**config.mk**
```make
export PLATFORM = sky130hd
export DESIGN_NAME = dbg_mem_bridge_flat
export DESIGN_NICKNAME = d
export VERILOG_FILES = /design/src/rtl/dbg_mem_bridge_pkg.sv /design/src/rtl/dbg_mem_bridge_if.sv /design/src/rtl/dbg_mem_bridge_req_detect.sv /design/src/rtl/dbg_mem_bridge.sv /design/src/flat_wrapper.sv
export SDC_FILE = /design/constraint.sdc
export NUM_CORES = 1
export LEC_CHECK = 0
export ABC_AREA = 1
export CAP_MARGIN = 20
export CORE_ASPECT_RATIO = 0.75
export CORE_UTILIZATION = 41
export DETAILED_ROUTE_END_ITERATION = 8
export GPL_ROUTABILITY_DRIVEN = 0
export GPL_TIMING_DRIVEN = 0
export PLACE_DENSITY = 0.93
export SLEW_MARGIN = 20
export SYNTH_ARGS = -nofsm -noshare
export SYNTH_HDL_FRONTEND = slang
export SYNTH_HIERARCHICAL = 1
export SYNTH_SLANG_ARGS = --single-unit
export TNS_END_PERCENT = 1
```
**constraint.sdc**
```tcl
create_clock -name clk -period 2.6 [get_ports clk]
set_clock_uncertainty 0.15 [all_clocks]
set_input_delay 0.26 -clock clk [delete_from_list [all_inputs] [get_ports clk]]
set_output_delay 0.26 -clock clk [all_outputs]
set_load 0.005 [all_outputs]
```
**src/rtl/dbg_mem_bridge_pkg.sv**
```systemverilog
// ----------------------------------------------------------------------------
// dbg_pkg
// Shared definitions for the debug memory port: FSM state encoding of the
// bridge, the "read" write-enable code, and the packed request record that is
// compared against and latched as the snapshot of the last accepted request.
// Also used by the UART debug monitor and by benches.
// ----------------------------------------------------------------------------
package dbg_pkg;

    // Bridge FSM states
    localparam logic [1:0] DBG_IDLE = 2'd0;   // CPU owns the memory bus
    localparam logic [1:0] DBG_BUSY = 2'd1;   // debug access on the bus
    localparam logic [1:0] DBG_DONE = 2'd2;   // one-cycle completion

    // A debug request with all byte enables clear is a word read
    localparam logic [3:0] DBG_WREN_READ = 4'h0;

    // Everything that identifies a debug request. Address bits [1:0] are not
    // part of it: accesses are whole words.
    typedef struct packed {
        logic [29:0] word_adr;
        logic [3:0]  wren;
        logic [31:0] wdata;
    } dbg_req_t;

    function automatic dbg_req_t pack_req(input logic [29:0] word_adr,
                                          input logic [3:0]  wren,
                                          input logic [31:0] wdata);
        dbg_req_t r;
        r.word_adr = word_adr;
        r.wren     = wren;
        r.wdata    = wdata;
        return r;
    endfunction

endpackage

```
**src/rtl/dbg_mem_bridge_if.sv**
```systemverilog
// ----------------------------------------------------------------------------
// dbg_mem_bridge_if
// Debug memory port between a debug loader (master: UART monitor or bench)
// and the bridge (slave).
//   dbg_mem_op  request valid (level)       master -> slave
//   dbg_wren    byte enables, 0 = read      master -> slave
//   dbg_adr     byte address, word aligned  master -> slave
//   dbg_do      write data                  master -> slave
//   dbg_di      read data (held)            slave  -> master
//   dbg_ack     completion strobe           slave  -> master
//   dbg_err     timeout strobe              slave  -> master
// ----------------------------------------------------------------------------
interface dbg_mem_bridge_if;
    logic        dbg_mem_op;
    logic [3:0]  dbg_wren;
    logic [31:0] dbg_adr;
    logic [31:0] dbg_do;
    logic [31:0] dbg_di;
    logic        dbg_ack;
    logic        dbg_err;

    modport master (
        output dbg_mem_op, dbg_wren, dbg_adr, dbg_do,
        input  dbg_di, dbg_ack, dbg_err
    );

    modport slave (
        input  dbg_mem_op, dbg_wren, dbg_adr, dbg_do,
        output dbg_di, dbg_ack, dbg_err
    );
endinterface

```
**src/rtl/dbg_mem_bridge_req_detect.sv**
```systemverilog
// ----------------------------------------------------------------------------
// dbg_req_detect
// New-request detection for the debug port. A request is pending while the
// op level is high and it is either freshly raised, different from the last
// accepted request, or was already pending and not yet accepted. Accepting a
// request latches it into the snapshot, so a held, unchanged request runs once.
// Ports:
//   clk, reset  clock, synchronous active-high reset
//   op_i        debug request valid level
//   req_i       current request (word address, byte enables, data)
//   accept_i    bridge takes the pending request this cycle
//   pending_o   a new request is waiting
//   snap_o      snapshot of the last accepted request
// ----------------------------------------------------------------------------
module dbg_req_detect
    import dbg_pkg::*;
(
    input  logic     clk,
    input  logic     reset,
    input  logic     op_i,
    input  dbg_req_t req_i,
    input  logic     accept_i,
    output logic     pending_o,
    output dbg_req_t snap_o
);

    logic     op_prev_q;
    logic     pend_q;
    dbg_req_t snap_q;
    dbg_req_t snap_d;

    // pend_q keeps a request pending even if the op edge has passed (e.g. the
    // op rose while the bridge was busy and the values match the snapshot).
    assign pending_o = op_i && (!op_prev_q || (req_i != snap_q) || pend_q);

    assign snap_d = accept_i ? req_i : snap_q;
    assign snap_o = snap_q;

    always_ff @(posedge clk) begin
        if (reset) begin
            op_prev_q <= 1'b0;
            pend_q    <= 1'b0;
            snap_q    <= '0;
        end else begin
            op_prev_q <= op_i;
            pend_q    <= pending_o && !accept_i;
            snap_q    <= snap_d;
        end
    end

endmodule

```
**src/rtl/dbg_mem_bridge.sv**
```systemverilog
// ----------------------------------------------------------------------------
// dbg_mem_bridge
// Responder for the SoC debug memory port. Sits between the CPU data bus and
// the shared memory bus, slots debug word reads / byte-masked writes in
// between CPU accesses (never breaking one in flight) and reports completion
// or timeout back to the debug master.
// Parameters:
//   TIMEOUT     cycles to wait for mem_ready before aborting with dbg_err
// Ports:
//   clk, reset  clock, synchronous active-high reset
//   dbg         debug port (slave side): request in, read data/ack/err out
//   cpu_*       CPU data-bus request in, cpu_rdata/cpu_ready out
//   mem_*       memory request out (held until mem_ready), response in
// ----------------------------------------------------------------------------
module dbg_mem_bridge
    import dbg_pkg::*;
#(
    parameter int TIMEOUT = 255
) (
    input  logic               clk,
    input  logic               reset,
    dbg_mem_bridge_if.slave    dbg,
    input  logic               cpu_req,
    input  logic [3:0]         cpu_wren,
    input  logic [31:0]        cpu_adr,
    input  logic [31:0]        cpu_wdata,
    output logic [31:0]        cpu_rdata,
    output logic               cpu_ready,
    output logic               mem_req,
    output logic [3:0]         mem_wren,
    output logic [31:0]        mem_adr,
    output logic [31:0]        mem_wdata,
    input  logic [31:0]        mem_rdata,
    input  logic               mem_ready
);

    localparam int CNT_W = $clog2(TIMEOUT + 1);

    logic [1:0]       state_q, state_d;
    logic [CNT_W-1:0] cnt_q, cnt_d;
    logic             cpu_act_q, cpu_act_d;
    logic             ack_q, ack_d;
    logic             err_q, err_d;
    logic [31:0]      di_q, di_d;

    logic             pending;
    logic             accept;
    logic             timeout_hit;
    dbg_req_t         cur_req;
    dbg_req_t         snap;
    logic             unused_adr_lsbs;

    assign unused_adr_lsbs = ^dbg.dbg_adr[1:0];
    assign cur_req = pack_req(dbg.dbg_adr[31:2], dbg.dbg_wren, dbg.dbg_do);

    dbg_req_detect u_detect (
        .clk       (clk),
        .reset     (reset),
        .op_i      (dbg.dbg_mem_op),
        .req_i     (cur_req),
        .accept_i  (accept),
        .pending_o (pending),
        .snap_o    (snap)
    );

    // A CPU access is "in flight" once it has been on the bus for a cycle
    // without completing. A CPU request that only just rose does not block
    // debug: debug wins that tie.
    assign accept = (state_q == DBG_IDLE) && pending && !cpu_act_q;

    assign timeout_hit = (state_q == DBG_BUSY) && !mem_ready
                         && (cnt_q == CNT_W'(TIMEOUT));

    // Next state and timeout counter
    always_comb begin
        state_d = state_q;
        cnt_d   = cnt_q;
        case (state_q)
            DBG_IDLE: begin
                cnt_d = '0;
                if (accept) state_d = DBG_BUSY;
            end
            DBG_BUSY: begin
                if (mem_ready || timeout_hit) state_d = DBG_DONE;
                else                          cnt_d   = cnt_q + CNT_W'(1);
            end
            DBG_DONE: state_d = DBG_IDLE;
            default:  state_d = DBG_IDLE;
        endcase
    end

    // Registered debug responses. Read data is captured on the completing
    // memory cycle so it is valid together with the ack in DONE.
    always_comb begin
        cpu_act_d = (state_q == DBG_IDLE) && mem_req && !mem_ready;
        ack_d     = (state_q == DBG_BUSY) && mem_ready;
        err_d     = timeout_hit;
        di_d      = di_q;
        if ((state_q == DBG_BUSY) && mem_ready && (snap.wren == DBG_WREN_READ))
            di_d = mem_rdata;
    end

    always_ff @(posedge clk) begin
        if (reset) begin
            state_q   <= DBG_IDLE;
            cnt_q     <= '0;
            cpu_act_q <= 1'b0;
            ack_q     <= 1'b0;
            err_q     <= 1'b0;
            di_q      <= '0;
        end else begin
            state_q   <= state_d;
            cnt_q     <= cnt_d;
            cpu_act_q <= cpu_act_d;
            ack_q     <= ack_d;
            err_q     <= err_d;
            di_q      <= di_d;
        end
    end

    // Bus mux. In IDLE the CPU passes straight through, except in the cycle a
    // debug request is accepted, where the CPU request is held off so the
    // memory never starts it. Outside IDLE the CPU is stalled.
    always_comb begin
        mem_req   = 1'b0;
        mem_wren  = snap.wren;
        mem_adr   = {snap.word_adr, 2'b00};
        mem_wdata = snap.wdata;
        cpu_ready = 1'b0;
        if (state_q == DBG_IDLE) begin
            mem_req   = cpu_req && !accept;
            mem_wren  = cpu_wren;
            mem_adr   = cpu_adr;
            mem_wdata = cpu_wdata;
            cpu_ready = mem_ready && !accept;
        end else if (state_q == DBG_BUSY) begin
            mem_req = 1'b1;
        end
    end

    assign cpu_rdata   = mem_rdata;
    assign dbg.dbg_di  = di_q;
    assign dbg.dbg_ack = ack_q;
    assign dbg.dbg_err = err_q;

endmodule

```
**src/flat_wrapper.sv**
```systemverilog
// flat-port wrapper written by rule: the top's interface ports become plain ports
module dbg_mem_bridge_flat import dbg_pkg::*;
#(
    parameter int TIMEOUT = 255
)
  (clk, reset, cpu_req, cpu_wren, cpu_adr, cpu_wdata, cpu_rdata, cpu_ready, mem_req, mem_wren, mem_adr, mem_wdata, mem_rdata, mem_ready, dbg_dbg_mem_op, dbg_dbg_wren, dbg_dbg_adr, dbg_dbg_do, dbg_dbg_di, dbg_dbg_ack, dbg_dbg_err);
  dbg_mem_bridge_if dbg_i ();
  input  logic clk;
  input  logic reset;
  input  logic cpu_req;
  input  logic [3:0] cpu_wren;
  input  logic [31:0] cpu_adr;
  input  logic [31:0] cpu_wdata;
  output logic [31:0] cpu_rdata;
  output logic cpu_ready;
  output logic mem_req;
  output logic [3:0] mem_wren;
  output logic [31:0] mem_adr;
  output logic [31:0] mem_wdata;
  input  logic [31:0] mem_rdata;
  input  logic mem_ready;
  input wire logic [$bits(dbg_i.dbg_mem_op)-1:0] dbg_dbg_mem_op;
  input wire logic [$bits(dbg_i.dbg_wren)-1:0] dbg_dbg_wren;
  input wire logic [$bits(dbg_i.dbg_adr)-1:0] dbg_dbg_adr;
  input wire logic [$bits(dbg_i.dbg_do)-1:0] dbg_dbg_do;
  output wire logic [$bits(dbg_i.dbg_di)-1:0] dbg_dbg_di;
  output wire logic [$bits(dbg_i.dbg_ack)-1:0] dbg_dbg_ack;
  output wire logic [$bits(dbg_i.dbg_err)-1:0] dbg_dbg_err;
  assign dbg_i.dbg_mem_op = dbg_dbg_mem_op;
  assign dbg_i.dbg_wren = dbg_dbg_wren;
  assign dbg_i.dbg_adr = dbg_dbg_adr;
  assign dbg_i.dbg_do = dbg_dbg_do;
  assign dbg_dbg_di = dbg_i.dbg_di;
  assign dbg_dbg_ack = dbg_i.dbg_ack;
  assign dbg_dbg_err = dbg_i.dbg_err;
  dbg_mem_bridge #(.TIMEOUT(TIMEOUT)) u_core (.clk(clk), .reset(reset), .dbg(dbg_i), .cpu_req(cpu_req), .cpu_wren(cpu_wren), .cpu_adr(cpu_adr), .cpu_wdata(cpu_wdata), .cpu_rdata(cpu_rdata), .cpu_ready(cpu_ready), .mem_req(mem_req), .mem_wren(mem_wren), .mem_adr(mem_adr), .mem_wdata(mem_wdata), .mem_rdata(mem_rdata), .mem_ready(mem_ready));
endmodule
```
==> run_results.csv <==
group,metric,value,unit
detailed_routing,drc_errors,0,
detailed_routing,ant_nets,0,
clocking,cts.sink_count,113,
cells_and_area,final_nets,1505,
timing,period_minus_slack,2576,ps
cells_and_area,diodes,0,
clocking,clockBufferDepth,2,
worst_setup_path,cp_slowest_cell,"dfxtp_2",
clocking,ctsHtreeMaxLevel,4,
cells_and_area,post-route-cell-area,10200,sq um
synth,yosys_warnings,6,
timing,drv_slew,0,
worst_setup_path,endpoint_kind,"output port",
timing,rsz0062_at_grt,"true",
global_route,grt_pass1_wl,33.08,mm
timing,worst_slew_pin_slew,464.1,ps
cells_and_area,final_cells,1544,
cells_and_area,final_util,0.6966,
timing,fin_setup_tns,0,ps
placement,dpl.cell_count,1510,
detailed_routing,first_iter_violations,400,
global_route,antenna_found_initial,1,
detailed_routing,routed_wl,21.74,mm
placement,place_area,9522,sq um
synth,synthesis.area,6208,sq um
synth,yosysTopAreaCell,"dfxtp_1",
timing,timing.final.crit_share,0.9908,
worst_setup_path,worstSetupPathType,"reg -> out",
global_route,grt_pass1_vias,6974,
detailed_routing,vias,7381,
timing,relSlewSlack,0.6906,
worst_setup_path,crit_required,2190,ps
worst_setup_path,slowest_delay,340,ps
power_and_ir_drop,power_frac_seq,0.343,
detailed_routing,vias_per_cell,4.780,
floorplanning,dieArea,15640,sq um
synth,mappedNetlistNets,1178,
clocking,cts_buffers,17,
synth,synth.distinct_cells,31,
hold_path,hold_class,"in -> reg",
worst_setup_path,worst-path-max-fanout,4,
floorplanning,core_area,14640,sq um
floorplanning,pin_count,309,
synth,syn_inst,1004,
cells_and_area,n_fill_cell,1281,
power_and_ir_drop,switchingPower,1.668,mW
run_status,status,"finished clean",
worst_setup_path,startpoint_type,"flip-flop",
synth,syn_avg_cell_area,6.184,sq um
timing,fmax,0.3882,GHz
synth,synth.top_cell.area_share,0.3644,
synth,synth-seq-cells,113,
power_and_ir_drop,p_per_area,567.9,nW/um^2
clocking,cts_tree,"done",
clocking,clock_latency,400,ps
power_and_ir_drop,swShare,0.2879,
detailed_routing,wl_per_cell,14.08,um
floorplanning,fp.dieH,108.6,um
global_route,grt_usage,0.2739,
clocking,path_clk_slew,50,ps
synth,synth_area_leaders,"dfxtp_1, nand2_1, nor2_1",
power_and_ir_drop,p_int,4.125,mW
synth,ys_seq_area_frac,0.3644,
worst_setup_path,crit_chain,"inv_2 -> or2_1 -> nand4_1 -> nor2_1 -> nand2_1 -> nor2_4 -> nand2_2 -> nor2_2 -> nor2_1 -> inv_1 -> nor3_4 -> inv_2 -> nand3_2 -> nand2_1 -> clkbuf_2",
power_and_ir_drop,power.leakage,4.565,nW
power_and_ir_drop,clkPwrFrac,0.387,
job,max-cap-violations,0,
placement,dp_hpwl,17.09,mm
timing,timing.hold.ws,299.7,ps
timing,finalSetupViolCount,0,
global_route,grt_overflow,0,
timing,final_hold_viol_count,0,
power_and_ir_drop,worst_ir_drop_vdd,473.6,uV
global_route,grt_max_degree,17,
power_and_ir_drop,combPwrFrac,0.269,
floorplanning,die_w,144.1,um
floorplanning,start_util,0.4240,
detailed_routing,firstDrtPassIters,5,
worst_setup_path,worst-path-buf-inv,4,
cells_and_area,drive_gt1_frac,0.1131,
cells_and_area,synthToLayoutAreaGrowth,64.31,%
worst_setup_path,arrival,2170,ps
clocking,cts_root_buffer,"clkbuf_16",
floorplanning,rows,38,
worst_setup_path,cpLargestDelayFamily,"simple AND/OR/NAND/NOR gates",
placement,portBuffers,306,
sequential cells by signal (all words and copies together) (netlist names):
register,flops
u_core/u_detect/snap_o,66
u_core/dbg.dbg_di,32
u_core/cnt_q,8
u_core/state_q,2
u_core/cpu_act_q,1
u_core/dbg.dbg_ack,1
u_core/dbg.dbg_err,1
u_core/u_detect/op_prev_q,1
u_core/u_detect/pend_q,1
what timing repair did:
item	in CTS	in global routing
endpoints found under the setup margin	81	98
pin swaps	3	9
buffers inserted	0	2
gates resized for setup	30	22
hold buffers	0	0
tightest hold or removal path: cells and delay by family:
family	cells	cell delay, ps
buffers and inverters	2	480
AOI/OAI and AO/OA	1	60
worst paths after layout:
check	from	to	slack, ps	depth (start not counted)
hold / removal	dbg_dbg_wren[3]	u_core/u_detect/snap_o[35]	300	3
setup reg to reg	u_core/u_detect/snap_o[31]	u_core/u_detect/snap_o[5]	50	16
setup / recovery	u_core/u_detect/snap_o[31]	mem_req	20	15
hold reg to reg	u_core/u_detect/snap_o[31]	u_core/u_detect/snap_o[31]	320	2
cell families after synthesis:
group,share of synthesized area
DFF,0.3644
adders and majority gates,0.002015
xor gates and xnor gates,0.03386
AOI/OAI and AO/OA,0.1225
and+or+nand+nor,0.3390
buffers and inverters,0.1382
cell type report:
cell class              instances  area [sq um]  share of cell area
clock buffers                  17         425.4             0.04170
inverters                     102         384.1             0.03765
multi-input cells             711          3142              0.3080
clock inverters                15         143.9             0.01411
repair buffers                308          3068              0.3007
well taps                     200         250.2             0.02453
flip-flops and latches        113          2275              0.2230
plain buffers                  78         513.0             0.05029
placed cells by master, fill, tap and decap left out, types with 2 or more instances in the layout:
cell type        count
o22ai_1              2
clkbuf_1             5
or2_0                3
buf_6                4
inv_1               88
nor2_1             157
clkbuf_4             4
nand3_1             13
dfxtp_2             10
nand2_2              4
clkinv_4             2
buf_4               36
nand3_2              3
clkbuf_2             6
clkinv_2             8
nor3_1               5
a21oi_1             47
xnor2_1             23
clkdlybuf4s50_1    304
nor2_2               7
bufinv_16            2
nor2_4               3
clkbuf_16           17
nand4_1              7
o21ai_1             40
nand2_1            327
buf_2               25
inv_2               12
clkinvlp_4           3
o21ai_0             61
dfxtp_1            103
synth_stat cells, drive strengths merged:
master  count
a21oi      47
buf        69
clkbuf      9
clkinv      2
dfxtp     113
ha          1
inv       100
nand2     332
nand3      16
nand4       7
nor2      167
nor3        7
nor4        1
o21a        1
o21ai     101
o22ai       2
or2         5
xnor2      23
xor2        1
per-layer routing:
metal / GRT usage / part of all wire
met1: 0.3302 / 0.42
met2: 0.4827 / 0.48
met3: 0.06289 / 0.087
met4: 0.08207 / 0.017
met5: 0 / 0.00083
power groups by stage:
| stage | clock [mW] | combinational [mW] | sequential [mW] |
|---|---|---|---|
| 2_1_floorplan | 0 | 0.684 | 1.99 |
| 3_3_place_gp | 0 | 1.49 | 2.01 |
| 3_5_place_dp | 0 | 1.53 | 2.02 |
| 4_1_cts | 2.27 | 1.55 | 1.98 |
| 5_1_grt | 2.36 | 1.71 | 2.01 |
| 6_report | 2.24 | 1.56 | 1.99 |
metrics by stage:
stage                     worst slack, ps  power, mW
after floorplan                     536.8      2.678
after global placement             -398.8      3.502
after detailed placement           -425.4      3.544
after CTS                          -100.6      5.804
after global routing               -111.7      6.072
final                               23.88      5.793
Power figures use the tool's default switching activity.
